$ cat config.mk
export PLATFORM = sky130hd
export DESIGN_NAME = preamble_tx_gen
export DESIGN_NICKNAME = d
export VERILOG_FILES = /design/src/rtl/preamble_pkg.sv /design/src/rtl/preamble_rom.sv /design/src/rtl/preamble_tx_gen.sv
export SDC_FILE = /design/constraint.sdc
export NUM_CORES = 1
export LEC_CHECK = 0
export BUFFER_PORTS_ARGS = -buffer_cell sky130_fd_sc_hd__buf_2
export CORE_MARGIN = 2
export CORE_UTILIZATION = 34
export DETAILED_ROUTE_END_ITERATION = 8
export GPL_TIMING_DRIVEN = 1
export REMOVE_ABC_BUFFERS = 1
export SETUP_SLACK_MARGIN = 0.3
export SYNTH_ARGS = -nofsm -noshare
export SYNTH_HDL_FRONTEND = slang
export SYNTH_SLANG_ARGS = --single-unit
$ cat constraint.sdc
create_clock -name CLK -period 3.1 [get_ports CLK]
set_input_delay 0.155 -clock CLK [delete_from_list [all_inputs] [get_ports CLK]]
set_output_delay 0.155 -clock CLK [all_outputs]
set_load 0.005 [all_outputs]
$ cat src/rtl/preamble_pkg.sv
// Shared constants and types for the 802.11a transmit preamble source.
package preamble_pkg;

  localparam int STS_LEN   = 16;
  localparam int STS_REPS  = 10;
  localparam int LTS_LEN   = 64;
  localparam int LTS_REPS  = 2;
  localparam int GI2_LEN   = 32;
  localparam int TOTAL_LEN = STS_LEN * STS_REPS + GI2_LEN + LTS_LEN * LTS_REPS;

  typedef enum logic [1:0] {
    IDLE = 2'd0,
    STS  = 2'd1,
    GI2  = 2'd2,
    LTS  = 2'd3
  } state_t;

  typedef enum logic {
    TBL_STS = 1'b0,
    TBL_LTS = 1'b1
  } tbl_sel_t;

  // 2'b10 is deliberately unused so the sample alphabet stays symmetric.
  localparam logic [1:0] Q_ZERO = 2'b00;
  localparam logic [1:0] Q_POS  = 2'b01;
  localparam logic [1:0] Q_NEG  = 2'b11;

endpackage

$ cat src/rtl/preamble_rom.sv
// Sign-quantized short/long training symbol tables, same source as the RX
// long-sync correlator weights; entries are packed as {I, Q}.
module preamble_rom
  import preamble_pkg::*;
(
  input  tbl_sel_t   tbl_sel,
  input  logic [5:0] addr,
  output logic [1:0] i_val,
  output logic [1:0] q_val
);

  localparam logic [3:0] PP = {Q_POS,  Q_POS};
  localparam logic [3:0] PZ = {Q_POS,  Q_ZERO};
  localparam logic [3:0] PN = {Q_POS,  Q_NEG};
  localparam logic [3:0] ZP = {Q_ZERO, Q_POS};
  localparam logic [3:0] ZN = {Q_ZERO, Q_NEG};
  localparam logic [3:0] NP = {Q_NEG,  Q_POS};
  localparam logic [3:0] NZ = {Q_NEG,  Q_ZERO};
  localparam logic [3:0] NN = {Q_NEG,  Q_NEG};

  logic [3:0] sts_iq;
  logic [3:0] lts_iq;

  always_comb begin
    sts_iq = {Q_ZERO, Q_ZERO};
    case (addr[3:0])
      4'd0:  sts_iq = PP;  4'd1:  sts_iq = NZ;  4'd2:  sts_iq = ZN;  4'd3:  sts_iq = PZ;
      4'd4:  sts_iq = PZ;  4'd5:  sts_iq = PZ;  4'd6:  sts_iq = ZN;  4'd7:  sts_iq = NZ;
      4'd8:  sts_iq = PP;  4'd9:  sts_iq = ZN;  4'd10: sts_iq = NZ;  4'd11: sts_iq = ZP;
      4'd12: sts_iq = ZP;  4'd13: sts_iq = ZP;  4'd14: sts_iq = NZ;  4'd15: sts_iq = ZN;
      default: sts_iq = {Q_ZERO, Q_ZERO};
    endcase
  end

  always_comb begin
    lts_iq = {Q_ZERO, Q_ZERO};
    case (addr)
      6'd0:  lts_iq = PZ;  6'd1:  lts_iq = ZN;  6'd2:  lts_iq = PN;  6'd3:  lts_iq = PP;
      6'd4:  lts_iq = PP;  6'd5:  lts_iq = PN;  6'd6:  lts_iq = NN;  6'd7:  lts_iq = NN;
      6'd8:  lts_iq = PN;  6'd9:  lts_iq = PZ;  6'd10: lts_iq = ZN;  6'd11: lts_iq = NN;
      6'd12: lts_iq = PN;  6'd13: lts_iq = PZ;  6'd14: lts_iq = NP;  6'd15: lts_iq = PZ;
      6'd16: lts_iq = PP;  6'd17: lts_iq = PN;  6'd18: lts_iq = NN;  6'd19: lts_iq = NP;
      6'd20: lts_iq = PP;  6'd21: lts_iq = PZ;  6'd22: lts_iq = NP;  6'd23: lts_iq = NN;
      6'd24: lts_iq = NN;  6'd25: lts_iq = NZ;  6'd26: lts_iq = NN;  6'd27: lts_iq = PN;
      6'd28: lts_iq = ZP;  6'd29: lts_iq = NP;  6'd30: lts_iq = PP;  6'd31: lts_iq = ZP;
      6'd32: lts_iq = NZ;  6'd33: lts_iq = ZN;  6'd34: lts_iq = PN;  6'd35: lts_iq = NN;
      6'd36: lts_iq = ZN;  6'd37: lts_iq = PP;  6'd38: lts_iq = NP;  6'd39: lts_iq = NZ;
      6'd40: lts_iq = NP;  6'd41: lts_iq = NP;  6'd42: lts_iq = NN;  6'd43: lts_iq = PZ;
      6'd44: lts_iq = PN;  6'd45: lts_iq = NN;  6'd46: lts_iq = NP;  6'd47: lts_iq = PP;
      6'd48: lts_iq = PN;  6'd49: lts_iq = PZ;  6'd50: lts_iq = NN;  6'd51: lts_iq = PZ;
      6'd52: lts_iq = PP;  6'd53: lts_iq = NP;  6'd54: lts_iq = ZP;  6'd55: lts_iq = PZ;
      6'd56: lts_iq = PP;  6'd57: lts_iq = NP;  6'd58: lts_iq = NP;  6'd59: lts_iq = PP;
      6'd60: lts_iq = PN;  6'd61: lts_iq = PN;  6'd62: lts_iq = PP;  6'd63: lts_iq = ZP;
      default: lts_iq = {Q_ZERO, Q_ZERO};
    endcase
  end

  assign i_val = (tbl_sel == TBL_LTS) ? lts_iq[3:2] : sts_iq[3:2];
  assign q_val = (tbl_sel == TBL_LTS) ? lts_iq[1:0] : sts_iq[1:0];

endmodule

$ cat src/rtl/preamble_tx_gen.sv
// 802.11a preamble source: 10 STS, GI2, 2 LTS as 2-bit I/Q samples, one per
// sample_tick, driven one cycle after the tick.
module preamble_tx_gen
  import preamble_pkg::*;
(
  input  logic       CLK,
  input  logic       s_RST,
  input  logic       start,
  input  logic       abort,
  input  logic       sample_tick,
  output logic [1:0] I_out,
  output logic [1:0] Q_out,
  output logic       output_strobe,
  output logic       lts_start,
  output logic       busy,
  output logic       done
);

  localparam logic [7:0] STS_LAST = 8'(STS_LEN * STS_REPS - 1);
  localparam logic [7:0] GI2_LAST = 8'(GI2_LEN - 1);
  localparam logic [7:0] LTS_LAST = 8'(TOTAL_LEN - STS_LEN * STS_REPS - GI2_LEN - 1);
  localparam logic [5:0] GI2_BASE = 6'(LTS_LEN - GI2_LEN);

  state_t     state;
  state_t     next_state;
  logic [7:0] samp_cnt;
  logic       phase_end;
  tbl_sel_t   rom_sel;
  logic [5:0] rom_addr;
  logic [1:0] rom_i;
  logic [1:0] rom_q;

  // GI2 replays the tail half of the long symbol, so it reads the LTS table.
  always_comb begin
    rom_sel    = TBL_STS;
    rom_addr   = {2'b00, samp_cnt[3:0]};
    phase_end  = 1'b0;
    next_state = state;
    case (state)
      STS: begin
        phase_end  = (samp_cnt == STS_LAST);
        next_state = GI2;
      end
      GI2: begin
        rom_sel    = TBL_LTS;
        rom_addr   = GI2_BASE + samp_cnt[5:0];
        phase_end  = (samp_cnt == GI2_LAST);
        next_state = LTS;
      end
      LTS: begin
        rom_sel    = TBL_LTS;
        rom_addr   = samp_cnt[5:0];
        phase_end  = (samp_cnt == LTS_LAST);
        next_state = IDLE;
      end
      default: ;
    endcase
  end

  preamble_rom u_rom (
    .tbl_sel (rom_sel),
    .addr    (rom_addr),
    .i_val   (rom_i),
    .q_val   (rom_q)
  );

  always_ff @(posedge CLK) begin
    if (s_RST) begin
      state         <= IDLE;
      samp_cnt      <= '0;
      I_out         <= Q_ZERO;
      Q_out         <= Q_ZERO;
      output_strobe <= 1'b0;
      lts_start     <= 1'b0;
      done          <= 1'b0;
    end else begin
      output_strobe <= 1'b0;
      lts_start     <= 1'b0;
      done          <= 1'b0;
      case (state)
        IDLE: begin
          if (start) begin
            state    <= STS;
            samp_cnt <= '0;
          end
        end
        default: begin
          // abort wins over a tick in the same cycle
          if (abort) begin
            state    <= IDLE;
            samp_cnt <= '0;
            I_out    <= Q_ZERO;
            Q_out    <= Q_ZERO;
          end else if (sample_tick) begin
            I_out         <= rom_i;
            Q_out         <= rom_q;
            output_strobe <= 1'b1;
            lts_start     <= (state == LTS) && (samp_cnt == 8'd0);
            if (phase_end) begin
              state    <= next_state;
              samp_cnt <= '0;
              done     <= (state == LTS);
            end else begin
              samp_cnt <= samp_cnt + 8'd1;
            end
          end
        end
      endcase
    end
  end

  assign busy = (state != IDLE);

endmodule
==> flow_summary.toml <==
[yosys]
ys_types = 57
synth-edff-count = 0
ys_seq_area_frac = 0.237
synthMuxAreaShare = 0.0426
synthAdderAreaFrac = 0.0696
synth_xor_area_frac = 0.0365
synth.avg_cell_area_um2 = 7.82
synth.most_common_cell = "dfxtp_1"
yosysWarnings = 0
synthTopCellsByCount = "17 x dfxtp_1, 15 x nand2_1, 15 x nor2_1"
async_reset_ff_frac = 0
netlist.area_leader.share = 0.237
netlist_area_um2 = 1440
synthFlopType = "dfxtp_1"
synthTopCellsByArea = "dfxtp_1 24%, ha_1 7.0%, nand2_1 3.9%"
yosysTopAreaCell = "dfxtp_1"
syn_inst = 184
synth_simple_gate_area_share = 0.283
synth_compound_area_frac = 0.263
ys_ff_latch = 17
synth_top_family_by_area = "simple AND/OR/NAND/NOR gates"

[layout]
nFillCells = 435
area_delta_synth_final_pct = 7.65
drive_above_1_share = 0.138
stdcell_area_um2 = 1550
seqCellArea_um2 = 340
multiInputGateArea_um2 = 1000
diodes = 0
nNetsFinal = 202

[setup_path]
path_max_fanout = 15
crit_type = "reg2reg"
crit_path_end_kind = "flop"
rrSetupSlack_ps = 820
r2r-start = "samp_cnt[0]$_SDFFE_PP0P_"
crit_start = "samp_cnt[0]$_SDFFE_PP0P_"
critPathLaunchType = "flop"
worstPathRequired_ps = 3270
r2r.worst_path.cells = 7
r2r-end = "Q_out[1]$_SDFFE_PP0P_"
arrival_ps = 2450

[hold_path]
min-delay-start = "s_RST"
hold_depth = 2
whs_endpoint = "samp_cnt[4]$_SDFFE_PP0P_"
hp-class = "in2reg"

[detailed_routing]
drt_iter0_drc = 102
drc = 0
met2_wirelength_um = 1450
via_per_inst = 5.60
wire_per_inst_um = 14.3
wl_met3_um = 224
drtAntennaViolNets = 0
top_layer = "met4"
wl_um = 3400
num_vias = 1333
met1Wirelength_um = 1690
first_pass_iters = 4

[sta]
fmaxAchievable_ghz = 0.439
maxSlewHeadroom = 0.467
fin_crit_ps = 2280
rsz0062_at_grt = "no"
hold_violations = 0
setup_viol = 0
tns_ps = 0
worstMarginPinSlew_ps = 798
fin_skew_ps = 0.638
drv_slew = 0
timing.final.crit_share = 0.736

[global_route]
track_usage = 0.145
first_global_vias = 1166
gr-total-overflow = 0
grt_pass1_wl_um = 5810
grt_max_degree = 26
antenna_found_initial = 0

[die]
rows = 23
die_area_um2 = 4770
fp.dieH_um = 69.1
dieWidth_um = 69.1
io_pins = 13
coreArea_um2 = 4030
start_util = 0.357

[clock_tree]
htreeDepth = 1
cts-root-buf = "clkbuf_8"
cts_tree = "built"
clkLatencyLatePin_ps = 250
cts.reportedPaths.clkPinSlew_ps = 60
clk_path_buf_depth = 2
hold_buffers = 0
postCtsResizedCells = 0
cts.sinks = 17
cts_buffers = 3
postCtsSetupBuffers = 0

[placement]
gp_congestion = 0.875
placed_cell_area_um2 = 1500
hpwl_um = 2460
place.port_buffers = 12

[pwr]
powerDensity_nw_per_um2 = 294
p_leak_uw = 0.000513
ir_drop_v = 0.000103

[flow_run]
maxCapViolCount = 0

[status]
outcome = "finished clean"
registers in the layout (all words and copies together) (netlist names):
| register | count |
|---|---|
| samp_cnt | 8 |
| I_out | 2 |
| Q_out | 2 |
| state | 2 |
| done | 1 |
| lts_start | 1 |
| output_strobe | 1 |
per-layer routing:
layer,global-route usage,vias to the layer above
li1,-,689
met1,0.224,589
met2,0.197,51
met3,0.0336,4
met4,0.0436,0
met5,0,-
logic make-up (layout without fill, tap and decap cells):
family / Yosys count / in the layout
multiplexers: 6 / 6
AO/OA/AOI/OAI: 53 / 53
XOR/XNOR: 6 / 6
flip-flops: 17 / 17
adder cells (fa/ha/maj): 8 / 8
AND/OR/NAND/NOR: 73 / 73
buffers and inverters: 21 / 25
cell usage in the layout (no fill, tap or decap), drive strengths merged, types with 5 or more instances in the layout:
cell type	instances
a21oi	10
o21ai	10
mux2i	5
nor3	6
dfxtp	17
buf	14
nand2	15
nor2b	8
a211oi	6
inv	7
nor2	16
xnor2	5
ha	8
layout make-up:
class | count | area share
clock buffer | 4 | 0.0291
inverter | 7 | 0.0170
multi-input combinational | 146 | 0.645
timing repair buffer | 14 | 0.0485
tap | 50 | 0.0404
sequential | 17 | 0.220
worst max-delay path by stage:
stage          slack, ps                    end
2_1_floorplan       1180  Q_out[1]$_SDFFE_PP0P_
3_3_place_gp         820  Q_out[1]$_SDFFE_PP0P_
3_5_place_dp         850  Q_out[1]$_SDFFE_PP0P_
4_1_cts              830  Q_out[1]$_SDFFE_PP0P_
5_1_grt              610  Q_out[1]$_SDFFE_PP0P_
6_report             820  Q_out[1]$_SDFFE_PP0P_
report_power, final:
group,switching (uW),internal (uW)
clock,70.6,91.0
sequential,7.89,222
combinational,36.8,26.3
worst max-delay path: stages, from the launching register on:
cell       delay (ps)
dfxtp_1           650
inv_1             220
ha_1              310
or3b_2            450
o2111ai_1         110
o311ai_1          140
o311a_1           160
a211oi_1          150
per-stage QoR:
step                cells  total power [uW]   util  setup WS [ps]  hold WS, ps
floorplan             170               273      -           1180          224
global placement      234               297  0.373            815          440
detailed placement    234               297  0.373            852          441
CTS                   238               460  0.384            831          235
global route          238               478  0.384            609          245
finish                238               455  0.384            820          237
(Power assumes the default switching activity.)
